File: src/rtl/sipo_frame_ctrl.sv
// Framed serial receiver: hunts for a start bit, shifts W data bits MSB-first,
// checks the stop bit and hands good words to a one-entry valid/ready buffer.
module sipo_frame_ctrl #(
  parameter int W = 16
) (
  input  logic         clk,
  input  logic         reset,
  input  logic         en_i,
  input  logic         sin_i,
  input  logic         sin_vld_i,
  input  logic         out_ready_i,
  input  logic         clr_err_i,
  output logic [W-1:0] out_data_o,
  output logic         out_valid_o,
  output logic         busy_o,
  output logic         overflow_o,
  output logic         frame_err_o,
  output logic [15:0]  word_cnt_o
);

  localparam int CntW = $clog2(W);

  typedef enum logic [1:0] {IDLE, HUNT, DATA, STOP} state_e;

  state_e          state_q, state_d;
  logic [CntW-1:0] bitCnt_q, bitCnt_d;
  logic [W-1:0]    shift_q, shift_d;
  logic [W-1:0]    outData_q, outData_d;
  logic            outValid_q, outValid_d;
  logic            overflow_q, overflow_d;
  logic            frameErr_q, frameErr_d;
  logic [15:0]     wordCnt_q, wordCnt_d;

  logic goodStop, badStop;
  logic consume, load, dropWord;

  // Dropping en overrides everything so a partial frame is discarded at once.
  always_comb begin
    state_d  = state_q;
    bitCnt_d = bitCnt_q;
    shift_d  = shift_q;
    goodStop = 1'b0;
    badStop  = 1'b0;
    if (!en_i) begin
      state_d  = IDLE;
      bitCnt_d = '0;
    end else begin
      case (state_q)
        IDLE: state_d = HUNT;
        HUNT: begin
          if (sin_vld_i && sin_i) begin
            state_d  = DATA;
            bitCnt_d = '0;
          end
        end
        DATA: begin
          if (sin_vld_i) begin
            shift_d = {shift_q[W-2:0], sin_i};
            if (bitCnt_q == CntW'(W - 1)) begin
              state_d  = STOP;
              bitCnt_d = '0;
            end else begin
              bitCnt_d = bitCnt_q + CntW'(1);
            end
          end
        end
        STOP: begin
          if (sin_vld_i) begin
            state_d  = HUNT;
            goodStop = !sin_i;
            badStop  = sin_i;
          end
        end
        default: state_d = IDLE;
      endcase
    end
  end

  // A consume in the stop-bit cycle frees the buffer for the new word.
  always_comb begin
    consume    = outValid_q & out_ready_i;
    load       = goodStop & (~outValid_q | out_ready_i);
    dropWord   = goodStop & outValid_q & ~out_ready_i;
    outData_d  = load ? shift_q : outData_q;
    outValid_d = load | (outValid_q & ~out_ready_i);
    wordCnt_d  = wordCnt_q + {15'd0, consume};
    overflow_d = (overflow_q & ~clr_err_i) | dropWord;
    frameErr_d = (frameErr_q & ~clr_err_i) | badStop;
  end

  always_ff @(posedge clk) begin
    if (reset) begin
      state_q    <= IDLE;
      bitCnt_q   <= '0;
      shift_q    <= '0;
      outData_q  <= '0;
      outValid_q <= 1'b0;
      overflow_q <= 1'b0;
      frameErr_q <= 1'b0;
      wordCnt_q  <= '0;
    end else begin
      state_q    <= state_d;
      bitCnt_q   <= bitCnt_d;
      shift_q    <= shift_d;
      outData_q  <= outData_d;
      outValid_q <= outValid_d;
      overflow_q <= overflow_d;
      frameErr_q <= frameErr_d;
      wordCnt_q  <= wordCnt_d;
    end
  end

  assign out_data_o  = outData_q;
  assign out_valid_o = outValid_q;
  assign busy_o      = (state_q == DATA) || (state_q == STOP);
  assign overflow_o  = overflow_q;
  assign frame_err_o = frameErr_q;
  assign word_cnt_o  = wordCnt_q;

endmodule
File: config.mk
export PLATFORM = sky130hd
export DESIGN_NAME = sipo_frame_ctrl
export DESIGN_NICKNAME = d
export VERILOG_FILES = /design/src/rtl/sipo_frame_ctrl.sv
export SDC_FILE = /design/constraint.sdc
export NUM_CORES = 1
export LEC_CHECK = 0
export ABC_AREA = 1
export CAP_MARGIN = 20
export CORE_AREA = 8 8 101 103
export DETAILED_ROUTE_END_ITERATION = 8
export DIE_AREA = 0 0 109 111
export REMOVE_ABC_BUFFERS = 1
export SLEW_MARGIN = 10
export SYNTH_ARGS = -nofsm -noshare
export SYNTH_HDL_FRONTEND = slang
export SYNTH_SLANG_ARGS = --single-unit
File: constraint.sdc
create_clock -name clk -period 2 [get_ports clk]
set_input_delay 0.2 -clock clk [delete_from_list [all_inputs] [get_ports clk]]
set_output_delay 0.2 -clock clk [all_outputs]
set_load 0.005 [all_outputs]
## Word-level counts from Yosys, hierarchy flattened

Index checks and enable logic that the tools add are counted.

- Add/subtract/negate cells: 2
- Equality and inequality tests: 8
- Mux-type cells: 15
- Bitwise logic cells: 15
- Reduce and logical (&&, ||, !) cells: 9

Operators by type and width:

| operator | number |
|---|---|
| $add A16 B1 Y16 | 1 |
| $mux W4 | 3 |
| $mux W2 | 4 |
| $ne A2 B2 Y1 const B | 4 |
| $pmux W2 S4 | 1 |
| $pmux W4 S2 | 1 |
| $and A1 B1 Y1 | 7 |
| $mux W1 | 6 |
| $reduce_and A3 Y1 | 2 |
| $add A4 B1 Y4 const B | 1 |
| $eq A2 B2 Y1 const B | 2 |
| $eq A4 B4 Y1 const B | 1 |
| $not A1 Y1 | 4 |
| $or A1 B1 Y1 | 4 |
| $reduce_and A4 Y1 | 1 |
| $eq A2 B1 Y1 const B | 1 |
| $logic_not A2 Y1 | 1 |
| $reduce_bool A2 Y1 | 1 |
| $reduce_or A2 Y1 | 1 |
| $logic_and A1 B1 Y1 | 1 |
| $logic_not A1 Y1 | 1 |
| $logic_or A1 B1 Y1 | 1 |

- Register bits: 57
- Output and inout port bits: 36
- Word-level logic and storage cells: 57

## Longest topological paths before layout

- Depth in word-level cells: 7
- Mapped depth: 10
- Mapped depth without buffers: 10

## Least setup slack after synthesis

Ideal clock, no wire load.

- Path type: register -> register
- From: register outValid_q, in the netlist out_valid_o
- To: register wordCnt_q[10], in the netlist word_cnt_o[10]
- Arrival time: 1.292 ns
- Data required time: 1.881 ns
- Path slack: 0.589 ns
- Cell stages (with the launch flop): 10
- Clock period less this slack: 1.411 ns
- Cell sequence: dfxtp_1 -> nand2_1 -> inv_1 -> ha_1 -> ha_1 -> nand3_1 -> nor2_1 -> nand2_1 -> o21ai_0 -> a21oi_1

- Longest elaborated chain between the ends: 2

Ends and longest elaborated chain:

| element | line | source |
|---|---|---|
| start: declaration | 29 | `logic outValid_q, outValid_d;` |
| start signal: assignment | 106 | `outValid_q <= outValid_d;` |
| $and A1 B1 Y1 | 81 | `consume = outValid_q & out_ready_i;` |
| $add A16 B1 Y16 | 86 | `wordCnt_d = wordCnt_q + {15'd0, consume};` |
| end signal: assignment | 109 | `wordCnt_q <= wordCnt_d;` |
| end: declaration | 32 | `logic [15:0] wordCnt_q, wordCnt_d;` |

No other way between the ends.
A chain may end at the register's enable or synchronous reset.

## Worst setup path after layout

- From: register state_q[0]
- To: output port busy_o

- Longest elaborated chain between the ends: 2
- Elaborated cells on any way between the ends: 3

Ends and longest elaborated chain:

| element | line | source |
|---|---|---|
| start: declaration | 25 | `state_e state_q, state_d;` |
| start signal: assignment | 102 | `state_q <= state_d;` |
| $eq A2 B2 Y1 | 115 | `assign busy_o = (state_q == DATA) \|\| (state_q == STOP);` |
| $logic_or A1 B1 Y1 (*) | 115 |  |
| end: declaration | 15 | `output logic busy_o,` |

Every way passes the cells marked *; elsewhere a longest branch is shown, timed or not.

==> run metrics <==
outcome finished clean; Die Area 12100 sq um; Vias/cell 4.393; WS Path Type reg2out; Hold WC Path Type reg2reg; post-route ant nets 0; H-tree depth 3; initial antenna violation count 0; First DRT Iteration DRCs between 100 and 150; crit path DAT 1.68 ns; reg2reg setup slack around 0.37 ns; CTS root buf clkbuf_8; Final Hold Violating Endpoints 0; Overall Power 0.002250 W; final WL approximately 5.6 mm; FF-to-FF End bitCnt_q[0]; pin count of the biggest net entering global routing 33; final setup vio count 0; Core Rows 34; CTS tree done; Async SR Flop Fraction 0%; post-DP HPWL approximately 4.1 mm; Core ar. between 8000 and 9000 sq um; synthesis-to-finish area growth 30.27%; P_leak 1.153 nW; vias in the first global route 2038; Ys Warns 0; PortBufs 42; first-pass GRT wire length roughly 9.4 mm; DR WL/cell between 10 and 15 um; Post-synth EDFFs 0; Die X approximately 110 um; total grt overflow 0; leading area contributor after synthesis dfxtp_1; Max Root-Sink Buffers 2; Starting Density between 20% and 30%; worst-margin pin slew 0.4965 ns; most common cell in the netlist nand2_1; hold path cells 2; Fin Setup TNS 0 ns; Unique masters post-synth 20; worst path required time 1.80 ns; Max-Slew Margin vs Limit between 60% and 70%; layout cells sized above 1 just over 7%; cells after synthesis between 300 and 400; HP Start shift_q[15]; post-synthesis sequential area ratio a little under half; Die H around 110 um; Tcrit/Tclk final 93.79%; Critical R2R Launch state_q[0]; top cells by count, synth nand2_1 (64), dfxtp_1 (57), a21oi_1 (48); multi-input combinational cell area between 1000 and 1500 sq um; Synth area leaders dfxtp_1 (47%), a21oi_1 (9.9%), nand2_1 (9.9%); DRT Pass-1 Iters 4; Sink Count 57; Synth top area share ~47%; Clock Latency Late Sink approximately 0.33 ns; Vias about 2100; Syn Area/Cell ~7.4 sq um; Tmin final 1.876 ns; pwr/cell area around 710 nW/um^2; max-cap violations 0; fillers about 920; Endpoint, Worst Hold shift_q[15]; element type at the critical path start register; Critical Path Fanout Max 6; Total GRT Usage 9.677%; Post-CTS Resized 0; Max Freq ~0.53 GHz; synthesized flop and latch total 57; register area 1141 sq um; Main synth FF type dfxtp_1; total CTS buffers 9; IO Count 43; GP Congestion around 0.78; hold-fix buffer count after cts 0; endpoint type of the worst setup path primary output; skew final between 0.008 and 0.009 ns; # diodes 0; Post-CTS Setup Bufs 0; RSZ-0062 raised after global routing false; Reg clk slew, reported paths 0.07 ns; pins over their slew limit 0; DRC 0; Layout Nets roughly 400; r2r worst-path depth 6; Post-Synthesis Cell Area between 2000 and 2500 sq um; maximum vdd ir drop ~0.22 mV
==> per-layer routing <==
metal	GRT usage (%)	up-vias	routed length (um)
met4	6.027	0	137
met3	2.907	12	388
met2	14.29	41	2401
met1	11.89	943	2649
li1	-	1152	-
met5	0	-	0
==> where the power goes <==
group | leakage, nW | switching (W) | internal (W) | total, W
combinational | 0.607 | 0.0000843 | 0.0000499 | 0.000134
clock | 0.0862 | 0.000496 | 0.000458 | 0.000954
sequential | 0.460 | 0.0000115 | 0.00115 | 0.00116
total | 1.15 | 0.000591 | 0.00166 | 0.00225
==> cells in the final DEF (no fill, tap or decap) <==
cell type | Yosys | routed
buf_4 | 1 | 8
o21bai_1 | 1 | 1
clkinv_2 | 0 | 1
clkdlybuf4s50_1 | 0 | 42
a21oi_1 | 48 | 48
nand2_1 | 64 | 64
nand2_4 | 1 | 1
ha_1 | 8 | 8
nand3b_1 | 1 | 1
nor2_1 | 25 | 25
nand4_1 | 6 | 6
xor2_1 | 2 | 2
inv_6 | 0 | 2
clkinv_4 | 0 | 2
clkinvlp_4 | 0 | 2
nor3_4 | 1 | 1
xnor2_1 | 2 | 2
clkbuf_8 | 0 | 9
inv_1 | 47 | 47
o21ai_0 | 22 | 22
dfxtp_1 | 57 | 57
nand3_1 | 29 | 29
inv_2 | 1 | 1
==> final cells by class <==
type	count	area share, %
Clock inverter	7	1.742
Sequential cell	57	36.10
Timing Repair Buffer	50	15.20
Tap cell	108	4.276
Multi-Input combinational cell	210	33.06
Inverter	48	5.701
Clock buffer	9	3.919
==> sequential cells by signal, summed over array words and instances (netlist names) <==
name and count:
bitCnt_q 4, frame_err_o 1, out_data_o 16, out_valid_o 1
overflow_o 1, shift_q 16, state_q 2, word_cnt_o 16
==> critical path: stages, from the launching register on <==
cell and delay [ns]:
dfxtp_1 0.35, inv_1 0.08, ha_1 0.25, inv_1 0.06, nand2_1 0.09, clkdlybuf4s50_1 0.51
==> cell families (layout without fill, tap and decap cells) <==
family	count (synthesis)	count (layout)	share of synthesized area, %
AO/OA/AOI/OAI	71	71	14.75
AND/OR/NAND/NOR	127	127	22.74
XOR/XNOR	4	4	1.444
flip-flops	57	57	47.03
adder cells (fa/ha/maj)	8	8	4.126
buffers and inverters	59	114	9.902
==> worst max path at each step <==
stage	start	to	slack [ns]	cells past startpoint
floorplan	state_q[0]	shift_q[0]	0.37	5
global placement	out_ready_i	word_cnt_o[10]	0.16	10
detailed placement	out_ready_i	word_cnt_o[10]	0.12	10
CTS	state_q[0]	busy_o	0.09	5
global route	state_q[0]	busy_o	0.02	5
finish	state_q[0]	busy_o	0.12	5
==> stage by stage <==
stage          hold WS [ns]  util (%)  cell area (sq um)  instances  worst slack (ns)
3_3_place_gp         0.4362     34.87               2982        473            0.1616
3_5_place_dp         0.4396     34.87               2982        473            0.1198
5_1_grt              0.4740     36.96               3161        489           0.02007
2_1_floorplan        0.2691         -               2366        315            0.3683
6_report             0.4464     36.96               3161        489            0.1242
4_1_cts              0.4507     36.96               3161        489           0.08867
Note: power is estimated with default switching activity, not from simulation.
